===== src/rtl/mnist_pkg.sv =====
// Shared constants and types for the argmax classifier stage of the MNIST inference pipeline.
// Optional margin output is enabled with `define ARGMAX_MARGIN_EN.
package mnist_pkg;

    localparam int NUM_CLASSES = 10;
    localparam int DATA_WIDTH  = 8;
    localparam int IDX_WIDTH   = 4;

    typedef logic signed [DATA_WIDTH-1:0] score_t;
    typedef logic [IDX_WIDTH-1:0]         idx_t;

    typedef enum logic [1:0] {
        IDLE = 2'd0,
        SCAN = 2'd1,
        DONE = 2'd2
    } argmax_state_t;

    localparam idx_t   LAST_IDX  = idx_t'(NUM_CLASSES - 1);
    localparam score_t SCORE_MIN = {1'b1, {(DATA_WIDTH-1){1'b0}}};

    // Difference of two signed scores, widened by one bit so it cannot overflow.
    function automatic logic [DATA_WIDTH:0] score_diff(input score_t a, input score_t b);
        return {a[DATA_WIDTH-1], a} - {b[DATA_WIDTH-1], b};
    endfunction

endpackage


===== src/rtl/argmax_update.sv =====
// Combinational compare/select: folds one (index, score) sample into the running best.
// With ARGMAX_MARGIN_EN the runner-up score is tracked alongside the best.
module argmax_update
    import mnist_pkg::*;
(
    input  logic   first,
    input  idx_t   cur_idx,
    input  score_t cur_score,
    input  idx_t   best_idx,
    input  score_t best_score,
`ifdef ARGMAX_MARGIN_EN
    input  score_t second_score,
    output score_t nxt_second_score,
`endif
    output idx_t   nxt_best_idx,
    output score_t nxt_best_score
);

    logic new_best;

    // Strictly greater: ties keep the lower index already held as best.
    assign new_best = first || (cur_score > best_score);

    always_comb begin
        nxt_best_idx   = best_idx;
        nxt_best_score = best_score;
        if (new_best) begin
            nxt_best_idx   = cur_idx;
            nxt_best_score = cur_score;
        end
    end

`ifdef ARGMAX_MARGIN_EN
    // A displaced best becomes the runner-up; a non-winning sample can still beat the runner-up.
    always_comb begin
        nxt_second_score = second_score;
        if (first) begin
            nxt_second_score = SCORE_MIN;
        end else if (cur_score > best_score) begin
            nxt_second_score = best_score;
        end else if (cur_score > second_score) begin
            nxt_second_score = cur_score;
        end
    end
`endif

endmodule


===== src/rtl/argmax_classifier.sv =====
// Scans the network's output scores once per request and reports the index of the largest.
// Optional class_margin output (best minus runner-up) is enabled with `define ARGMAX_MARGIN_EN.
module argmax_classifier
    import mnist_pkg::*;
(
    input  logic          clk,
    input  logic          rst,
    input  logic          start,
    input  logic          dnn_done,
    output idx_t          score_idx,
    input  score_t        score,
    output logic          busy,
    output logic          class_valid,
    output idx_t          class_idx,
    output score_t        class_score,
`ifdef ARGMAX_MARGIN_EN
    output logic [DATA_WIDTH:0] class_margin,
`endif
    output argmax_state_t dbg_state
);

    // Handshake: a request is accepted when start && dnn_done in IDLE or DONE; busy is high
    // for exactly NUM_CLASSES cycles while scores are read, then class_valid rises and stays
    // high (holding class_idx/class_score) until the next accepted request or reset.

    localparam logic [1:0] S_IDLE = 2'd0;
    localparam logic [1:0] S_SCAN = 2'd1;
    localparam logic [1:0] S_DONE = 2'd2;

    logic [1:0] state;
    idx_t       best_idx;
    score_t     best_score;
    idx_t       nxt_best_idx;
    score_t     nxt_best_score;
    logic       req;
    logic       first;
    logic       last;

`ifdef ARGMAX_MARGIN_EN
    score_t     second_score;
    score_t     nxt_second_score;
`endif

    assign req       = start && dnn_done;
    assign first     = (score_idx == '0);
    assign last      = (score_idx == LAST_IDX);
    assign dbg_state = argmax_state_t'(state);

    argmax_update u_update (
        .first            (first),
        .cur_idx          (score_idx),
        .cur_score        (score),
        .best_idx         (best_idx),
        .best_score       (best_score),
`ifdef ARGMAX_MARGIN_EN
        .second_score     (second_score),
        .nxt_second_score (nxt_second_score),
`endif
        .nxt_best_idx     (nxt_best_idx),
        .nxt_best_score   (nxt_best_score)
    );

    always_ff @(posedge clk) begin
        if (rst) begin
            state       <= S_IDLE;
            score_idx   <= '0;
            busy        <= 1'b0;
            class_valid <= 1'b0;
            class_idx   <= '0;
            class_score <= '0;
            best_idx    <= '0;
            best_score  <= '0;
        end else begin
            case (state)
                S_IDLE: begin
                    if (req) begin
                        state     <= S_SCAN;
                        score_idx <= '0;
                        busy      <= 1'b1;
                    end
                end
                S_SCAN: begin
                    best_idx   <= nxt_best_idx;
                    best_score <= nxt_best_score;
                    if (last) begin
                        // Commit includes the final sample, so use the update outputs directly.
                        state       <= S_DONE;
                        score_idx   <= '0;
                        busy        <= 1'b0;
                        class_valid <= 1'b1;
                        class_idx   <= nxt_best_idx;
                        class_score <= nxt_best_score;
                    end else begin
                        score_idx <= score_idx + idx_t'(1);
                    end
                end
                S_DONE: begin
                    if (req) begin
                        state       <= S_SCAN;
                        score_idx   <= '0;
                        busy        <= 1'b1;
                        class_valid <= 1'b0;
                    end
                end
                default: begin
                    state     <= S_IDLE;
                    score_idx <= '0;
                    busy      <= 1'b0;
                end
            endcase
        end
    end

`ifdef ARGMAX_MARGIN_EN
    always_ff @(posedge clk) begin
        if (rst) begin
            second_score <= '0;
            class_margin <= '0;
        end else if (state == S_SCAN) begin
            second_score <= nxt_second_score;
            if (last) begin
                class_margin <= score_diff(nxt_best_score, nxt_second_score);
            end
        end
    end
`endif

endmodule


===== config.mk =====
export PLATFORM = sky130hd
export DESIGN_NAME = argmax_classifier
export DESIGN_NICKNAME = d
export VERILOG_FILES = /design/src/rtl/mnist_pkg.sv /design/src/rtl/argmax_update.sv /design/src/rtl/argmax_classifier.sv
export SDC_FILE = /design/constraint.sdc
export NUM_CORES = 1
export LEC_CHECK = 0
export BUFFER_PORTS_ARGS = -buffer_cell sky130_fd_sc_hd__buf_4
export CELL_PAD_IN_SITES_DETAIL_PLACEMENT = 1
export CELL_PAD_IN_SITES_GLOBAL_PLACEMENT = 2
export CORE_UTILIZATION = 36
export CTS_BUF_LIST = sky130_fd_sc_hd__clkbuf_2
export DETAILED_ROUTE_END_ITERATION = 7
export GPL_TIMING_DRIVEN = 0
export PLACE_DENSITY_LB_ADDON = 0.1
export SYNTH_ARGS = -nofsm -noshare
export SYNTH_HDL_FRONTEND = slang
export SYNTH_SLANG_ARGS = --single-unit

===== constraint.sdc =====
create_clock -name clk -period 3.3 [get_ports clk]
set_input_delay 0.165 -clock clk [delete_from_list [all_inputs] [get_ports clk]]
set_output_delay 0.165 -clock clk [all_outputs]
set_load 0.01 [all_outputs]

==> impl_metrics.py <==
metrics = {
    "place": {
        "dp.cells": 280,
        "place.gp.congestion": 0.8137,
        "dpl_worst_slack_ps": 1137,
        "place_hpwl_um": 3700,
        "place_area_sq_um": 1981,
        "io_buffer_count": 31,
    },
    "sta": {
        "fin_ws_ps": 1139,
        "finalSetupTns_ps": 0,
        "slew_viol_final": 0,
        "hold_slack_ps": 33.71,
        "fmax_mhz": 462.7,
        "layout_min_cycle_time_ps": 2161,
        "slew-limit-headroom": 0.6149,
        "finClkSkew_ps": 15.04,
        "hold_viol_final": 0,
        "finalSetupViolCount": 0,
        "min_period_over_period": 0.6549,
        "tightest_slew_ps": 577.6,
        "grt_setup_unrepaired": "false",
    },
    "logic_synthesis": {
        "yosys_register_bits": 32,
        "synth_nets": 220,
        "ys_async_sr_fraction": 0,
        "synth.cell_area_sq_um": 1683,
        "yosysTopAreaCell": "dfxtp_1",
        "synthesis.yosys.warnings": 0,
        "synth_cells": 197,
        "syn_area_per_cell_sq_um": 8.542,
        "synth_seq_area_share": 0.3807,
        "synthTopCellsByArea": "dfxtp_1 38%, ha_1 8.2%, a311oi_1 7.8%",
        "synth_top_area_frac": 0.3807,
        "ys_types": 33,
        "yosys_most_used_dff": "dfxtp_1",
        "synth-edff-count": 0,
    },
    "drt": {
        "via_per_inst": 5.653,
        "routedWlPerCell_um": 17.25,
        "vias": 1628,
        "ant_nets": 0,
        "drt_wl_total_um": 4969,
        "drt_iter0_markers": 56,
        "drc_errors": 0,
        "drt-pass1-iter-count": 4,
    },
    "power_and_ir_drop": {
        "peakVddDrop_mv": 0.2253,
        "p_clk_frac": 0.269,
        "pwr-share-comb": 0.169,
        "power.total_mw": 0.7163,
        "power_leakage_nw": 0.7973,
        "power_frac_seq": 0.563,
        "switching_power_mw": 0.2179,
        "p_int_mw": 0.4984,
        "switching_share": 0.3042,
        "p_per_area_nw_per_um2": 354.7,
    },
    "floorplan": {
        "fp.dieW_um": 70.37,
        "coreArea_sq_um": 4414,
        "rows": 24,
        "die_y_um": 70.37,
        "initial_core_util": 0.3812,
        "io_pins": 32,
        "die_area_sq_um": 4952,
    },
    "cts": {
        "insertion_delay_ps": 370,
        "cts_setup_buffers": 0,
        "cts_buffer_depth": 2,
        "cts.clk_slew.worst_paths_ps": 170,
        "cts_tree": "done",
        "ctsHtreeMaxLevel": 2,
        "numClockSinks": 32,
        "numCtsBuffers": 5,
        "ctsResizeCount": 0,
        "cts_root_buf": "clkbuf_2",
        "cts_hold_buf": 0,
    },
    "grt": {
        "grt_pass1_wl_um": 8100,
        "grt_usage": 0.2124,
        "grt_pass1_vias": 1630,
        "grt_max_degree": 11,
        "overflow": 0,
        "antenna_found_initial": 0,
    },
    "outcome": {
        "status": "finished clean",
    },
    "setup_path": {
        "crit_type": "reg2reg",
        "cp.arrival_ps": 2460,
        "critPathRequiredTime_ps": 3600,
        "reg2reg_from": "best_score[7]",
        "r2r_end": "best_idx[1]",
        "endpoint_kind": "flip-flop",
        "startpoint_type": "flip-flop",
        "cp_max_fo": 10,
        "r2r_cells": 7,
        "reg2reg_slack_ps": 1140,
    },
    "min_path": {
        "holdCritStartpoint": "score[0]",
        "hold_class": "in2reg",
        "whs_path_depth": 3,
        "min_to": "best_score[0]",
    },
    "cells_and_area": {
        "final_cell_area_sq_um": 2019,
        "finalNetCount": 258,
        "num_antenna_cells": 0,
        "area_delta_synth_final_pct": 20.00,
        "drive_gt1_frac": 0.2034,
        "nFillCells": 543,
        "post-route-util": 0.4575,
        "stdcell_count": 288,
    },
    "job": {
        "cap_violations": 0,
    },
}
==> how the worst max path moves through the flow <==
stage	slack (ps)	to	from
global placement	1280	class_score[7]	score_idx[1]
floorplan	1440	class_idx[0]	best_score[7]
CTS	1110	best_idx[1]	best_score[7]
finish	1140	best_idx[1]	best_score[7]
detailed placement	1140	best_score[6]	best_score[7]
global route	960	best_idx[1]	best_score[7]
==> registers in the layout (all words and copies together) (netlist names) <==
name,cells
class_idx,4
busy,1
class_valid,1
best_score,8
score_idx,4
class_score,8
dbg_state,2
best_idx,4
==> Yosys cell counts, drive strengths merged, types with 3 or more instances <==
master,number
nand2,27
buf,4
inv,16
clkbuf,8
nand4,7
o311a,3
a311oi,15
ha,11
dfxtp,32
mux2i,10
o21ai,12
nor2,19
a21oi,10
==> worst max-delay path: stages (launching register included) <==
cell	delay, ps
dfxtp_1	380
inv_1	60
ha_1	370
nand4_2	190
a211o_1	380
a31oi_2	220
buf_4	280
mux2i_1	210
==> cell type report <==
cell class,count,area [sq um],share of cell area
Inverter,16,60.06,0.02974
Tap cell,52,65.06,0.03222
Timing Repair Buffer,31,232.7,0.1152
Clock buffer,7,35.03,0.01735
Clock inverter,1,3.754,0.001859
Sequential cell,32,640.6,0.3172
Multi-Input combinational cell,137,923.4,0.4572
Buffer,12,58.81,0.02912
==> kinds of logic after synthesis <==
kind of cell,Yosys count,synth area share
simple gates,65,0.1829
compound gates,51,0.2245
flops,32,0.3807
buf+inv,28,0.07064
fa+ha+maj,11,0.08178
mux,10,0.05948
==> per-layer routing <==
layer | GRT usage | vias to the layer above | wire length (um)
met5 | 0 | - | 0
met4 | 0.06444 | 0 | 87
met3 | 0.04329 | 9 | 193
met2 | 0.3513 | 31 | 2410
met1 | 0.2763 | 796 | 2277
li1 | - | 792 | -
==> power groups by stage <==
stage / Clock (mW) / Combinational (mW) / Sequential (mW)
finish: 0.192 / 0.121 / 0.403
global placement: 0 / 0.117 / 0.410
detailed placement: 0 / 0.122 / 0.411
floorplan: 0 / 0.0753 / 0.410
global route: 0.212 / 0.135 / 0.404
CTS: 0.203 / 0.122 / 0.403
==> placed cells by master, fill, tap and decap left out, drive strengths merged <==
master  instances
a311oi         15
o221ai          1
inv            16
o32ai           2
nand3b          2
nand2          27
nand3           1
a21oi          10
and3            2
nor2           19
o311a           3
and4            1
o221a           2
nand4           7
a22oi           1
or3             1
or4b            1
and3b           1
dfxtp          32
nand2b          1
a211o           1
a211oi          1
nor2b           2
clkinv          1
o211ai          2
ha             11
buf            35
o21ai          12
a31oi           1
mux2i          10
clkbuf         15
Note: power is estimated with default switching activity, not from simulation.
